[src/rtl/dump_sustain_ctrl.sv]
// dump_sustain_ctrl
//   Initiator side of the dump-sustain timer handshake. A go request raises
//   state_start and waits for the timer's start pulse. The dump switch is then
//   held for DUMP_CYCLES, a guard gap of GAP_CYCLES follows, and done pulses.
//   A watchdog returns to idle with timeout_err if start never arrives.
// Ports:
//   clk_5k, rst          : 5 kHz sequencer clock, synchronous active-high reset
//   go, abort, start     : sequence request, cancel, timer expiry pulse
//   state_start, dump_on : timer request level, dump switch drive
//   busy, done           : not-idle flag, one-cycle completion pulse
//   timeout_err          : one-cycle watchdog expiry pulse
// All outputs are registered and decoded from the next state, so each output
// appears on the edge where its state is entered.

module dump_sustain_ctrl #(
  parameter int unsigned DUMP_CYCLES    = 10,   // 1..255
  parameter int unsigned GAP_CYCLES     = 2,    // 0..255, 0 skips the gap
  parameter int unsigned TIMEOUT_CYCLES = 1000  // 2..65535
) (
  input  logic clk_5k,
  input  logic rst,
  input  logic go,
  input  logic abort,
  input  logic start,
  output logic state_start,
  output logic dump_on,
  output logic busy,
  output logic done,
  output logic timeout_err
);

  typedef enum logic [2:0] {
    S_IDLE     = 3'd0,
    S_WAIT_TMR = 3'd1,
    S_DUMP     = 3'd2,
    S_GAP      = 3'd3,
    S_DONE     = 3'd4
  } state_e;

  // Terminal counts; the counter reads 0 on the first cycle of a state.
  localparam logic [15:0] DUMP_LAST = 16'(DUMP_CYCLES - 1);
  localparam logic [15:0] GAP_LAST  = 16'(GAP_CYCLES - 1);
  localparam logic [15:0] TO_LAST   = 16'(TIMEOUT_CYCLES - 1);
  localparam bit          GAP_SKIP  = (GAP_CYCLES == 0);

  state_e      state_q, state_d;
  logic [15:0] cnt_q, cnt_d;
  logic        state_start_q, state_start_d;
  logic        dump_on_q, dump_on_d;
  logic        busy_q, busy_d;
  logic        done_q, done_d;
  logic        timeout_err_q, timeout_err_d;

  // Next-state logic. abort takes priority over every other input.
  always_comb begin
    state_d       = state_q;
    timeout_err_d = 1'b0;
    if (abort && (state_q != S_IDLE)) begin
      state_d = S_IDLE;
    end else begin
      unique case (state_q)
        S_IDLE: begin
          if (go && !abort) state_d = S_WAIT_TMR;
        end
        S_WAIT_TMR: begin
          // start on the expiry cycle wins over the watchdog
          if (start) begin
            state_d = S_DUMP;
          end else if (cnt_q == TO_LAST) begin
            state_d       = S_IDLE;
            timeout_err_d = 1'b1;
          end
        end
        S_DUMP: begin
          if (cnt_q == DUMP_LAST) state_d = GAP_SKIP ? S_DONE : S_GAP;
        end
        S_GAP: begin
          if (cnt_q == GAP_LAST) state_d = S_DONE;
        end
        S_DONE: begin
          state_d = S_IDLE;
        end
        default: begin
          state_d = S_IDLE;
        end
      endcase
    end
  end

  // Shared watchdog/phase counter: clears on any state entry, saturates
  // rather than wrapping so a stale compare can never re-fire.
  always_comb begin
    cnt_d = cnt_q;
    if ((state_d != state_q) || (state_q == S_IDLE)) begin
      cnt_d = 16'd0;
    end else if (cnt_q != 16'hFFFF) begin
      cnt_d = cnt_q + 16'd1;
    end
  end

  // Output decode from the next state.
  always_comb begin
    state_start_d = (state_d == S_WAIT_TMR) || (state_d == S_DUMP) ||
                    (state_d == S_GAP);
    dump_on_d     = (state_d == S_DUMP);
    busy_d        = (state_d != S_IDLE);
    done_d        = (state_d == S_DONE);
  end

  always_ff @(posedge clk_5k) begin
    if (rst) begin
      state_q       <= S_IDLE;
      cnt_q         <= 16'd0;
      state_start_q <= 1'b0;
      dump_on_q     <= 1'b0;
      busy_q        <= 1'b0;
      done_q        <= 1'b0;
      timeout_err_q <= 1'b0;
    end else begin
      state_q       <= state_d;
      cnt_q         <= cnt_d;
      state_start_q <= state_start_d;
      dump_on_q     <= dump_on_d;
      busy_q        <= busy_d;
      done_q        <= done_d;
      timeout_err_q <= timeout_err_d;
    end
  end

  assign state_start = state_start_q;
  assign dump_on     = dump_on_q;
  assign busy        = busy_q;
  assign done        = done_q;
  assign timeout_err = timeout_err_q;

endmodule
[config.mk]
export PLATFORM = sky130hd
export DESIGN_NAME = dump_sustain_ctrl
export DESIGN_NICKNAME = d
export VERILOG_FILES = /design/src/rtl/dump_sustain_ctrl.sv
export SDC_FILE = /design/constraint.sdc
export NUM_CORES = 1
export LEC_CHECK = 0
export CAP_MARGIN = 20
export CORE_ASPECT_RATIO = 1.5
export CORE_MARGIN = 2
export CORE_UTILIZATION = 45
export CTS_CLUSTER_DIAMETER = 100
export CTS_CLUSTER_SIZE = 20
export DETAILED_ROUTE_END_ITERATION = 10
export REMOVE_ABC_BUFFERS = 1
export SETUP_SLACK_MARGIN = 0.2
export SYNTH_ARGS = -nofsm -noshare
export SYNTH_HDL_FRONTEND = slang
export SYNTH_SLANG_ARGS = --single-unit
[constraint.sdc]
create_clock -name clk_5k -period 2.5 [get_ports clk_5k]
set_input_delay 0.625 -clock clk_5k [delete_from_list [all_inputs] [get_ports clk_5k]]
set_output_delay 0.625 -clock clk_5k [all_outputs]
set_load 0.05 [all_outputs]
# --- After elaboration in Yosys (flattened, before gate mapping) ---
# Cells that the tools add are included.
totals:
  reg_bits: 24
  latchBits: 0
  mem_bits_rw: 0
  rom_bits: 0
  inputBits: 5
  out_inout_bits: 5
  word_cells: 40
  memories: 0
op_classes:
  n_addsub: 1
  n_mul: 0
  div: 0
  magnitude_cmp: 0
  eq_ne: 12
  shifts: 0
  mux: 8
  n_bitwise: 1
  n_reduce_logical: 11
op_table:
  columns: ["op", "count"]
  rows:
  - ["$mux 3", 6]
  - ["$add 16x1->16 const B", 1]
  - ["$eq 16x1->1 const B", 1]
  - ["$eq 16x10->1 const B", 1]
  - ["$eq 16x4->1 const B", 1]
  - ["$ne 16x16->1 const B", 1]
  - ["$eq 3x2->1 const B", 4]
  - ["$pmux 3 s4", 1]
  - ["$eq 3x1->1 const B", 2]
  - ["$reduce_bool 3->1", 2]
  - ["$reduce_or 4->1", 1]
  - ["$eq 3x3->1 const B", 1]
  - ["$logic_not 3->1", 1]
  - ["$logic_or 1x1->1", 3]
  - ["$ne 3x3->1", 1]
  - ["$logic_and 1x1->1", 2]
  - ["$reduce_or 2->1", 1]
  - ["$logic_not 1->1", 1]
  - ["$mux 1", 1]
  - ["$not 1->1", 1]

# --- Logic depth before layout (Yosys ltp) ---
depth:
  ltp_word: 8
  ltp_mapped: 9

# --- Least setup slack after synthesis ---
# No wires, ideal clock.
synth_path:
  path_type: "register to register"
  start: "register cnt_q[12]"
  end: "register cnt_q[15]"
  setup_ns: 0.078
  t_arrival_ns: 1.974
  t_required_ns: 2.422
  path_slack_ns: 0.448
  path_stages_with_launch: 8
  synth_period_minus_slack_ns: 2.052
  cell_sequence: "dfxtp_1 > or4_4 > nand4b_4 > mux2i_1 > a311oi_2 > a31oi_2 > buf_4 > nor3_1"
synth_between:
  elab_chain_len: 8
synth_lines:
  columns: ["element", "line", "text"]
  rows:
  - ["start: declaration", "47", "logic [15:0] cnt_q, cnt_d;"]
  - ["start signal: assignment", "121", "cnt_q <= cnt_d;"]
  - ["$eq 16x10->1", "69", "end else if (cnt_q == TO_LAST) begin"]
  - ["$mux 3", "69", null]
  - ["$mux 3", "67", "if (start) begin"]
  - ["$pmux 3 s4", "61", "unique case (state_q)"]
  - ["$mux 3", "58", "if (abort && (state_q != S_IDLE)) begin"]
  - ["$ne 3x3->1", "94", "if ((state_d != state_q) || (state_q == S_IDLE)) begin"]
  - ["$logic_or 1x1->1", "94", null]
  - ["$reduce_or 2->1 (no line)", null, null]
# Several ways; a longest one is shown, not always the timed one.
# A chain may end at the register's enable or synchronous reset.

# --- Worst setup path after layout ---
layout_path:
  start: "register cnt_q[11]"
  end: "register cnt_q[14]"
# Same word-level chain as after synthesis.

==> run metrics <==
critical path startpoint category register; global placer's final weighted congestion 0.8521; top cells by area, synth dfxtp_1 (40%), nor3_1 (6.2%), xnor2_1 (3.6%), mux2i_1 (3.3%), nand3_1 (3.3%); cell taking the most area after synthesis dfxtp_1; clk slew on worst S/H paths 0.07 ns; Pwr Density approximately 430 mW/mm^2; Post-route DRC 0; mapped cell area 0.001211 mm^2; CTS Sinks 24; async set-reset flop share out of synthesis 0%; CTS tree yes; Synth-to-Final Area Change 27.89%; sequential-to-total area share from yosys stat 39.67%; post-synth top area share 39.67%; Initial DRC Count 23; number of synthesized flops with an enable pin 0; clock latency on the worst-skew pair 0.26 ns; vias in the first global route about 1000; Bufs on Longest Clock Path 2; Slew headroom 66.52%; synthesized area per cell 9.039 um^2; CP Capture Type register; hold crit path type register to register; Max Cap Viol 0; total gr overflow 0; top_reg_cell synth dfxtp_1; die area 0.003131 mm^2; nets@finish 161; dpl cell area approximately 0.0014 mm^2; fin crit share 92.72%; share of layout cells above drive strength 1 21.05%; IR Drop Worst-Case VDD 392.1 uV; Critical Path Fanout Max 8; Setup Skew around 0.0057 ns; count leader, synth dfxtp_1; Core Rows 23; Final Non-Filler Cells around 190; Req. time, crit path 2.68 ns; post-route ant nets 0; CTS H-tree depth 1; Total Power ~660 uW; Cells after DPL 183; DPL Wire Length 2.069 mm; GRT Util Overall 20.38%; synth cell count leaders dfxtp_1 (24), nor3_1 (15), nand2_1 (8), nand3_1 (8), nor2_1 (8); Initial Util 46.25%; Mapped Cells between 100 and 150; Max Fclk 431.4 MHz; Wirelength per Cell 15.01 um; Leakage 0.5118 nW; io pins 10; Die H 67.54 um; worst-margin pin slew 0.4952 ns; max-slew violations 0; synth unique cells 39; CTS Buf Count 3; #FFs+latches synth 24; first-pass GRT wire length 4.567 mm; CP Class register to register; initial antenna violation count 0; CTS Root Cell clkbuf_8; CP arrival between 2 and 2.5 ns; largest net degree at the start of global routing 17; vias 1065; vias per cell between 5 and 6; final setup fails 0; Inserted Diodes 0; fin crit period 2.318 ns; chip width 46.36 um; outcome finished clean; Yosys warnings 0; final WL 2.836 mm; count of final hold-check violations 0; unrepaired setup endpoints after global routing true; CTS Hold Bufs 0; core area approximately 0.0026 mm^2; port bufs 9; DRT Pass-1 Iters 4; design area 0.001549 mm^2
per-layer routing:
metal	share of wire, %	vias up	track usage (%)	wire [um]
li1	-	529	-	-
met1	41	512	20.53	1159
met2	55	19	39.41	1565
met3	2.1	5	2.406	60
met4	1.8	0	8.571	50
met5	0	-	0	0
final timing paths:
kind | startpoint | to | slack, ns | cells past startpoint
max | cnt_q[11]$_SDFFE_PP0P_ | cnt_q[14]$_SDFFE_PP0P_ | 0.18 | 7
max reg2reg | cnt_q[11]$_SDFFE_PP0P_ | cnt_q[14]$_SDFFE_PP0P_ | 0.18 | 7
min | cnt_q[4]$_SDFFE_PP0P_ | cnt_q[4]$_SDFFE_PP0P_ | 0.60 | 2
min reg2reg | cnt_q[4]$_SDFFE_PP0P_ | cnt_q[4]$_SDFFE_PP0P_ | 0.60 | 2
worst max-delay path: stages (launching register included):
cell	delay (ns)
dfxtp_2	0.34
or4_4	0.55
nand4b_4	0.19
mux2i_2	0.18
a311oi_2	0.36
a31oi_4	0.18
buf_12	0.18
nor4b_2	0.25
metrics by stage:
step                      hold slack [ns]  TNS (ns)  worst slack [ns]  utilization, %
after floorplan                    0.5322         0            0.3745               -
after global placement             0.5592         0           0.05031           53.37
after detailed placement           0.5768  -0.06488          -0.03424           53.37
after CTS                          0.5874         0            0.2356           55.52
after global routing               0.6302         0           0.08638           59.15
final                              0.6034         0            0.1820           59.15
placed cells by master, fill, tap and decap left out, drive strengths merged, types with 5 or more instances in the layout:
cell type,count
dfxtp,24
nor3,15
nor2,8
inv,5
nand3,8
xnor2,5
clkdlybuf4s50,9
nand2,8
buf,10
sequential cells by signal, indices dropped and copies added, names as in the netlist:
| name | cells |
|---|---|
| state_start | 1 |
| dump_on | 1 |
| cnt_q | 16 |
| done | 1 |
| timeout_err | 1 |
| state_q | 3 |
| busy | 1 |
cell type report:
cell class | instances | area (um^2)
clock buffer | 3 | 41.29
fill | 237 | 1070
inverter | 5 | 18.77
multi-input combinational | 100 | 752.0
sequential | 24 | 488.0
tap | 37 | 46.29
timing repair buffer | 20 | 202.7
power by group:
| part | switching (mW) | leakage, nW | internal [mW] |
|---|---|---|---|
| combinational | 0.0307 | 0.294 | 0.0225 |
| clock | 0.110 | 0.0216 | 0.108 |
| sequential | 0.00333 | 0.196 | 0.385 |
| total | 0.144 | 0.512 | 0.515 |
logic make-up after synthesis:
| group | Yosys count | synth area share (%) |
|---|---|---|
| flip-flops | 24 | 39.67 |
| AO/OA/AOI/OAI | 17 | 11.05 |
| buffers and inverters | 10 | 3.408 |
| AND/OR/NAND/NOR | 68 | 33.99 |
| multiplexers | 4 | 3.306 |
| XOR/XNOR | 9 | 6.508 |
| adder cells (fa/ha/maj) | 2 | 2.066 |
what timing repair did:
item / 4_1_cts / 5_1_grt
resized for setup: 2 / 14
endpoints found under the setup margin: 3 / 7
buffers inserted: 0 / 2
pin swaps: 1 / 2
gates cloned: 0 / 1
(Power assumes the default switching activity.)
